--- config.mk ---
export PLATFORM = sky130hd
export DESIGN_NAME = fsm_tx_ps2_flat
export DESIGN_NICKNAME = d
export VERILOG_FILES = /design/src/rtl/ps2_pkg.sv /design/src/rtl/fsm_tx_ps2_if.sv /design/src/rtl/ps2_tx_timer.sv /design/src/rtl/fsm_tx_ps2.sv /design/src/flat_wrapper.sv
export SDC_FILE = /design/constraint.sdc
export NUM_CORES = 1
export LEC_CHECK = 0
export CAP_MARGIN = 40
export CORE_UTILIZATION = 59
export DETAILED_ROUTE_END_ITERATION = 16
export HOLD_SLACK_MARGIN = 0.02
export PLACE_DENSITY_LB_ADDON = 0.05
export SLEW_MARGIN = 10
export SYNTH_ARGS = -nofsm -noshare
export SYNTH_HDL_FRONTEND = slang
export SYNTH_HIERARCHICAL = 1
export SYNTH_SLANG_ARGS = --single-unit
--- constraint.sdc ---
create_clock -name clk -period 2.88 [get_ports clk]
set_input_delay 0.576 -clock clk [delete_from_list [all_inputs] [get_ports clk]]
set_output_delay 0.576 -clock clk [all_outputs]
set_load 0.02 [all_outputs]
--- src/rtl/ps2_pkg.sv ---
// ============================================================================
// Module      : ps2_pkg
// Description : Shared PS/2 types, frame constants and parity helper used by
//               the host transmitter and the receiver.
// Revision    : 1.0 - initial release
// ============================================================================
`default_nettype none

package ps2_pkg;

  // Transmitter state encoding
  typedef enum logic [1:0] {
    IDLE    = 2'd0,
    INHIBIT = 2'd1,
    START   = 2'd2,
    DATA    = 2'd3
  } tx_state_e;

  // Frame: start, 8 data, parity, stop
  localparam int c_FRAME_LEN = 11;
  // The 11th device clock fall is the acknowledge slot
  localparam int c_ACK_IDX   = 11;

  // 100 us inhibit and 15 ms watchdog at a 50 MHz system clock
  localparam int c_INHIBIT_CYCLES_DEF = 5000;
  localparam int c_TIMEOUT_CYCLES_DEF = 750000;

  // Odd parity: the returned bit makes the total count of ones odd
  function automatic logic odd_parity(input logic [7:0] d);
    return ~^d;
  endfunction

endpackage

`default_nettype wire

--- src/rtl/fsm_tx_ps2_if.sv ---
// ============================================================================
// Module      : fsm_tx_ps2_if
// Description : Host-side request/status and bus-side line signals of the
//               PS/2 host transmitter.
// Revision    : 1.0 - initial release
// ============================================================================
`default_nettype none

interface fsm_tx_ps2_if;
  logic       wr_ps2;
  logic [7:0] din;
  logic       ps2_d;
  logic       fall_edge;
  logic       ps2_c_oe;
  logic       ps2_d_oe;
  logic       tx_idle;
  logic       tx_done;
  logic       ack_err;

  // Controller side: issues requests, supplies line levels, watches status
  modport master (
    output wr_ps2, din, ps2_d, fall_edge,
    input  ps2_c_oe, ps2_d_oe, tx_idle, tx_done, ack_err
  );

  // Transmitter side
  modport slave (
    input  wr_ps2, din, ps2_d, fall_edge,
    output ps2_c_oe, ps2_d_oe, tx_idle, tx_done, ack_err
  );
endinterface

`default_nettype wire

--- src/rtl/ps2_tx_timer.sv ---
// ============================================================================
// Module      : ps2_tx_timer
// Description : Loadable up-counter with synchronous clear and a terminal
//               count flag; serves as both inhibit timer and watchdog.
// Revision    : 1.0 - initial release
// ============================================================================
`default_nettype none

module ps2_tx_timer #(
  parameter int W = 16
) (
  input  logic         clk,
  input  logic         rst,
  input  logic         clr_i,
  input  logic         load_i,
  input  logic [W-1:0] load_val_i,
  input  logic         en_i,
  input  logic [W-1:0] term_i,
  output logic         tc_o
);

  logic [W-1:0] count_q;
  logic [W-1:0] count_d;

  // Next count: clear wins over load, load wins over increment
  always_comb begin
    count_d = count_q;
    if (clr_i) begin
      count_d = '0;
    end else if (load_i) begin
      count_d = load_val_i;
    end else if (en_i) begin
      count_d = count_q + W'(1);
    end
  end

  // Count register
  always_ff @(posedge clk) begin
    if (rst) begin
      count_q <= '0;
    end else begin
      count_q <= count_d;
    end
  end

  // Flag is high while the count sits on the selected terminal value
  assign tc_o = (count_q == term_i);

endmodule

`default_nettype wire

--- src/rtl/fsm_tx_ps2.sv ---
// ============================================================================
// Module      : fsm_tx_ps2
// Description : PS/2 host-to-device transmitter. Runs request-to-send,
//               shifts a byte out LSB-first with odd parity and stop on
//               device clock falls, and checks the device acknowledge.
//               Drives the bus only through open-drain pull-down enables.
// Revision    : 1.0 - initial release
// ============================================================================
`default_nettype none

module fsm_tx_ps2
  import ps2_pkg::*;
#(
  parameter int INHIBIT_CYCLES = c_INHIBIT_CYCLES_DEF,
  parameter int TIMEOUT_CYCLES = c_TIMEOUT_CYCLES_DEF
) (
  input  logic        clk,
  input  logic        rst,
  fsm_tx_ps2_if.slave bus
);

  localparam int c_cnt_max = (INHIBIT_CYCLES > TIMEOUT_CYCLES) ? INHIBIT_CYCLES
                                                               : TIMEOUT_CYCLES;
  localparam int c_cnt_w   = $clog2(c_cnt_max + 1);
  localparam int c_bit_w   = $clog2(c_ACK_IDX + 1);

  // Terminal values are one less than the lengths: the count starts at 0
  localparam logic [c_cnt_w-1:0] c_inh_term = c_cnt_w'(INHIBIT_CYCLES - 1);
  localparam logic [c_cnt_w-1:0] c_to_term  = c_cnt_w'(TIMEOUT_CYCLES - 1);
  localparam logic [c_bit_w-1:0] c_last_bit = c_bit_w'(c_ACK_IDX - 1);

  tx_state_e              state_q;
  logic [c_FRAME_LEN-1:0] frame_q;
  logic [c_bit_w-1:0]     bit_cnt_q;
  logic                   c_oe_q;
  logic                   d_oe_q;
  logic                   idle_q;
  logic                   done_q;
  logic                   err_q;

  logic                   w_tmr_clr;
  logic                   w_tmr_en;
  logic [c_cnt_w-1:0]     w_tmr_term;
  logic                   w_tmr_tc;

  // Shared timer control: cleared outside the timed states and on every
  // device clock fall, counting through INHIBIT and DATA
  always_comb begin
    w_tmr_clr  = 1'b0;
    w_tmr_en   = 1'b0;
    w_tmr_term = c_to_term;
    case (state_q)
      IDLE:    w_tmr_clr = 1'b1;
      INHIBIT: begin
        w_tmr_en   = 1'b1;
        w_tmr_term = c_inh_term;
      end
      START:   w_tmr_clr = 1'b1;
      DATA: begin
        w_tmr_clr = bus.fall_edge;
        w_tmr_en  = 1'b1;
      end
      default: w_tmr_clr = 1'b1;
    endcase
  end

  ps2_tx_timer #(
    .W (c_cnt_w)
  ) u_timer (
    .clk        (clk),
    .rst        (rst),
    .clr_i      (w_tmr_clr),
    .load_i     (1'b0),
    .load_val_i ('0),
    .en_i       (w_tmr_en),
    .term_i     (w_tmr_term),
    .tc_o       (w_tmr_tc)
  );

  // Transmit FSM with registered bus enables and status outputs
  always_ff @(posedge clk) begin
    if (rst) begin
      state_q   <= IDLE;
      frame_q   <= '0;
      bit_cnt_q <= '0;
      c_oe_q    <= 1'b0;
      d_oe_q    <= 1'b0;
      idle_q    <= 1'b1;
      done_q    <= 1'b0;
      err_q     <= 1'b0;
    end else begin
      done_q <= 1'b0;
      err_q  <= 1'b0;
      case (state_q)
        IDLE: begin
          c_oe_q <= 1'b0;
          d_oe_q <= 1'b0;
          idle_q <= 1'b1;
          if (bus.wr_ps2) begin
            frame_q   <= {1'b1, odd_parity(bus.din), bus.din, 1'b0};
            bit_cnt_q <= '0;
            c_oe_q    <= 1'b1;
            idle_q    <= 1'b0;
            state_q   <= INHIBIT;
          end
        end
        INHIBIT: begin
          // Device clock activity is meaningless while we hold it low
          if (w_tmr_tc) begin
            d_oe_q  <= ~frame_q[0];
            state_q <= START;
          end
        end
        START: begin
          c_oe_q  <= 1'b0;
          state_q <= DATA;
        end
        DATA: begin
          if (bus.fall_edge) begin
            if (bit_cnt_q == c_last_bit) begin
              // Acknowledge slot: the device pulls data low to accept
              done_q  <= ~bus.ps2_d;
              err_q   <= bus.ps2_d;
              d_oe_q  <= 1'b0;
              idle_q  <= 1'b1;
              state_q <= IDLE;
            end else begin
              // Ones shift in so the line stays released after the stop bit
              frame_q   <= {1'b1, frame_q[c_FRAME_LEN-1:1]};
              d_oe_q    <= ~frame_q[1];
              bit_cnt_q <= bit_cnt_q + c_bit_w'(1);
            end
          end else if (w_tmr_tc) begin
            err_q   <= 1'b1;
            c_oe_q  <= 1'b0;
            d_oe_q  <= 1'b0;
            idle_q  <= 1'b1;
            state_q <= IDLE;
          end
        end
        default: begin
          c_oe_q  <= 1'b0;
          d_oe_q  <= 1'b0;
          idle_q  <= 1'b1;
          state_q <= IDLE;
        end
      endcase
    end
  end

  assign bus.ps2_c_oe = c_oe_q;
  assign bus.ps2_d_oe = d_oe_q;
  assign bus.tx_idle  = idle_q;
  assign bus.tx_done  = done_q;
  assign bus.ack_err  = err_q;

endmodule

`default_nettype wire

--- src/flat_wrapper.sv ---
// flat-port wrapper written by rule: the top's interface ports become plain ports
module fsm_tx_ps2_flat import ps2_pkg::*;
#(
  parameter int INHIBIT_CYCLES = c_INHIBIT_CYCLES_DEF,
  parameter int TIMEOUT_CYCLES = c_TIMEOUT_CYCLES_DEF
)
  (clk, rst, bus_wr_ps2, bus_din, bus_ps2_d, bus_fall_edge, bus_ps2_c_oe, bus_ps2_d_oe, bus_tx_idle, bus_tx_done, bus_ack_err);
  fsm_tx_ps2_if bus_i ();
  input  logic clk;
  input  logic rst;
  input wire logic [$bits(bus_i.wr_ps2)-1:0] bus_wr_ps2;
  input wire logic [$bits(bus_i.din)-1:0] bus_din;
  input wire logic [$bits(bus_i.ps2_d)-1:0] bus_ps2_d;
  input wire logic [$bits(bus_i.fall_edge)-1:0] bus_fall_edge;
  output wire logic [$bits(bus_i.ps2_c_oe)-1:0] bus_ps2_c_oe;
  output wire logic [$bits(bus_i.ps2_d_oe)-1:0] bus_ps2_d_oe;
  output wire logic [$bits(bus_i.tx_idle)-1:0] bus_tx_idle;
  output wire logic [$bits(bus_i.tx_done)-1:0] bus_tx_done;
  output wire logic [$bits(bus_i.ack_err)-1:0] bus_ack_err;
  assign bus_i.wr_ps2 = bus_wr_ps2;
  assign bus_i.din = bus_din;
  assign bus_i.ps2_d = bus_ps2_d;
  assign bus_i.fall_edge = bus_fall_edge;
  assign bus_ps2_c_oe = bus_i.ps2_c_oe;
  assign bus_ps2_d_oe = bus_i.ps2_d_oe;
  assign bus_tx_idle = bus_i.tx_idle;
  assign bus_tx_done = bus_i.tx_done;
  assign bus_ack_err = bus_i.ack_err;
  fsm_tx_ps2 #(.INHIBIT_CYCLES(INHIBIT_CYCLES), .TIMEOUT_CYCLES(TIMEOUT_CYCLES)) u_core (.clk(clk), .rst(rst), .bus(bus_i));
endmodule
==> results.yml <==
cts:
  cts_resized: 0
  clock_latency_ns: 0.30
  clk_pin_slew_ns: 0.08
  cts.sinks: 42
  cts_tree: "done"
  cts_buffers: 5
  clk_path_buf_depth: 2
  cts_hold_buf: 0
  root_buffer: "clkbuf_8"
  htreeDepth: 2
  cts_setup_buffers: 0
worst_setup_path:
  cp.buffers_inverters: 2
  worst_setup_path_end_kind: "flip-flop"
  slowest_delay_ns: 0.39
  cp_data_required_time_ns: 3.05
  critPathMaxFanout: 9
  cp.arrival_ns: 2.61
  crit_family: "simple AND/OR/NAND/NOR gates"
  r2r-start: "u_core/state_q[1]$_SDFFE_PP0P_"
  crit_path_frequent_cell: "inv_1"
  start_kind: "flip-flop"
  crit_chain: "inv_1 -> ha_1 -> inv_1 -> xor2_1 -> nor4_1 -> nand3_1 -> nor3_1 -> nand2b_1 -> a21o_1 -> a21oi_1 -> nor2_1"
  slowest_stage: "dfxtp_1"
  r2r-end: "u_core/bus.ps2_c_oe$_SDFFE_PP0P_"
  critPathKind: "flip-flop to flip-flop"
  rrSetupSlack_ns: 0.44
  r2r_cells: 11
global_route:
  gr-usage-met3: 0.0541
  grt_usage: 0.248
  grt_pass1_wl_mm: 9.66
  grt_use_met2: 0.424
  antenna_found_initial: 0
  grt-ovfl-total: 0
  use_met1: 0.302
  grt-busiest-layer: "met2"
  grt_pass1_vias: 2105
  grt_max_degree: 34
cells_and_area:
  fin_nets: 377
  diodes: 0
  mostFrequentLayoutCells: "42 x dfxtp_1, 37 x conb_1, 26 x a21oi_1, 21 x xnor2_1"
  multiInputGateArea_sq_um: 1790
  register_area_sq_um: 841
  fillers: 366
  drive_gt1_frac: 0.0868
  layout_commonest_cell: "dfxtp_1"
  area_growth_pct: 15.2
synth:
  yosys.area_share.xor_xnor: 0.119
  yosys_warnings: 6
  synthAdderAreaFrac: 0.0378
  synthTopCellsByArea: "dfxtp_1 32%, xnor2_1 6.9%, xor2_1 5.0%"
  synth_edf_count: 0
  synth_top_area_frac: 0.317
  ys_async_sr_fraction: 0
  synth_seq_cells: 42
  syn_inst: 307
  synth_top_family_by_area: "simple AND/OR/NAND/NOR gates"
  synthDistinctLibCells: 52
  synthesis.area_sq_um: 2650
  syn_area_per_cell_sq_um: 8.63
  synth_top_area_cell: "dfxtp_1"
  yosysSeqAreaShare: 0.317
  muxShareOfSynthArea: 0.0340
  yosys.area_share.simple: 0.240
  synth_ff_type: "dfxtp_1"
  synth_compound_area_frac: 0.191
power:
  power_uw: 2240
  leakagePower_uw: 0.00118
  comb_power_share: 0.394
  switchingPower_uw: 875
  ir_drop_v: 0.000521
  power_density_nw_per_um2: 735
  power.share.sequential: 0.399
  power.internal_uw: 1370
  sw_frac_of_total: 0.390
  p_clk_frac: 0.207
die:
  dieArea_sq_um: 4760
  start_util: 0.613
  die_y_um: 69.0
  die_x_um: 69.0
  num_rows: 24
  core_area_sq_um: 4320
  ioPinCount: 18
detailed_routing:
  wl_per_cell_um: 13.9
  dr.first_iter.drc_count: 110
  viasPerCell: 5.58
  drc: 0
  finalWirelength_mm: 5.67
  ant_nets: 0
  via_count: 2283
  dr.pass1.iters: 4
timing:
  worst_pin_slew_ns: 0.563
  fmax_ghz: 0.410
  min_period_ns: 2.44
  setup_tns_ns: 0
  relSlewSlack: 0.624
  fin_skew_ns: 0.0117
  setup_viol: 0
  hold_viol_final: 0
  fin_crit_sh: 0.847
  rsz0062_at_grt: "no"
  drv_slew: 0
outcome:
  outcome: "finished, final reports clean"
placement:
  portBuffers: 17
  place_congestion: 0.872
  post-dp-hpwl_mm: 4.12
job:
  maxCapViolCount: 0
worst_hold_path:
  hp-start: "u_core/frame_q[10]$_SDFFE_PP0P_"
  min_path_cells: 2
  hp-class: "flip-flop to flip-flop"
  whs_endpoint: "u_core/frame_q[10]$_SDFFE_PP0P_"
## through the flow
step | utilization | hold slack, ns | area, sq um | worst slack (ns) | instances
finish | 0.706 | 0.487 | 3050 | 0.442 | 409
floorplan | - | 0.436 | 2780 | 0.762 | 342
global placement | 0.681 | 0.460 | 2940 | 0.595 | 401
global route | 0.706 | 0.496 | 3050 | 0.130 | 409
CTS | 0.706 | 0.489 | 3050 | 0.457 | 409
detailed placement | 0.681 | 0.469 | 2940 | 0.461 | 401
## synthesized netlist by cell type, types with 8 or more instances
library cell	count
a211oi_1	13
a21oi_1	26
dfxtp_1	42
ha_1	8
inv_1	11
mux2i_1	9
nand2_1	19
nand4_1	11
nor2_1	17
nor3_1	10
o21ai_0	19
xnor2_1	21
xor2_1	15
## worst reg2reg max path, stage by stage, from the launching register on
cell and delay (ns):
dfxtp_1 0.39, inv_1 0.09, ha_1 0.25, inv_1 0.32, xor2_1 0.13, nor4_1 0.28
nand3_1 0.10, nor3_1 0.21, nand2b_1 0.16, a21o_1 0.20, a21oi_1 0.13, nor2_1 0.05
## worst max-delay path by stage
stage | to | slack (ns) | depth (start not counted) | from
2_1_floorplan | u_core/bus.ps2_c_oe$_SDFFE_PP0P_ | 0.76 | 11 | u_core/state_q[1]$_SDFFE_PP0P_
3_3_place_gp | u_core/bus.ps2_c_oe$_SDFFE_PP0P_ | 0.59 | 11 | u_core/state_q[1]$_SDFFE_PP0P_
3_5_place_dp | u_core/bus.ps2_d_oe$_SDFFE_PP0P_ | 0.46 | 10 | u_core/state_q[1]$_SDFFE_PP0P_
4_1_cts | u_core/bus.ps2_c_oe$_SDFFE_PP0P_ | 0.46 | 11 | u_core/state_q[1]$_SDFFE_PP0P_
5_1_grt | u_core/bus.ps2_d_oe$_SDFFE_PP0P_ | 0.13 | 10 | u_core/state_q[1]$_SDFFE_PP0P_
6_report | u_core/bus.ps2_c_oe$_SDFFE_PP0P_ | 0.44 | 11 | u_core/state_q[1]$_SDFFE_PP0P_
## registers in the layout, indices dropped and copies added (netlist names)
register / flops
u_core/bus.tx_idle: 1
u_core/bus.ack_err: 1
u_core/u_timer/count_q: 20
u_core/bus.tx_done: 1
u_core/frame_q: 11
u_core/state_q: 2
u_core/bus.ps2_c_oe: 1
u_core/bit_cnt_q: 4
u_core/bus.ps2_d_oe: 1
## per-layer routing
metal,share of wire,wire [um]
met3,0.027,153
met5,0,0
met4,0.023,133
met1,0.46,2580
met2,0.49,2800
## power groups by stage
| stage | registers, uW | clock network (uW) | logic [uW] |
|---|---|---|---|
| 2_1_floorplan | 875 | 0 | 705 |
| 3_3_place_gp | 903 | 0 | 855 |
| 3_5_place_dp | 905 | 0 | 872 |
| 4_1_cts | 895 | 482 | 879 |
| 5_1_grt | 916 | 499 | 977 |
| 6_report | 895 | 466 | 884 |
## cell type report
class	count	area share
multi-input cells	274	0.586
flip-flops and latches	42	0.276
repair buffers	22	0.0681
clock buffers	5	0.0226
well taps	52	0.0213
inverters	11	0.0135
clock inverters	3	0.0131
## logic make-up (layout without fill, tap and decap cells)
kind of cell / after synthesis / after routing
fa+ha+maj: 8 / 8
other cells: 2 / 37
buf+inv: 26 / 41
mux: 9 / 9
flops: 42 / 42
compound gates: 80 / 80
simple gates: 104 / 104
xor+xnor: 36 / 36
Power figures use the tool's default switching activity.
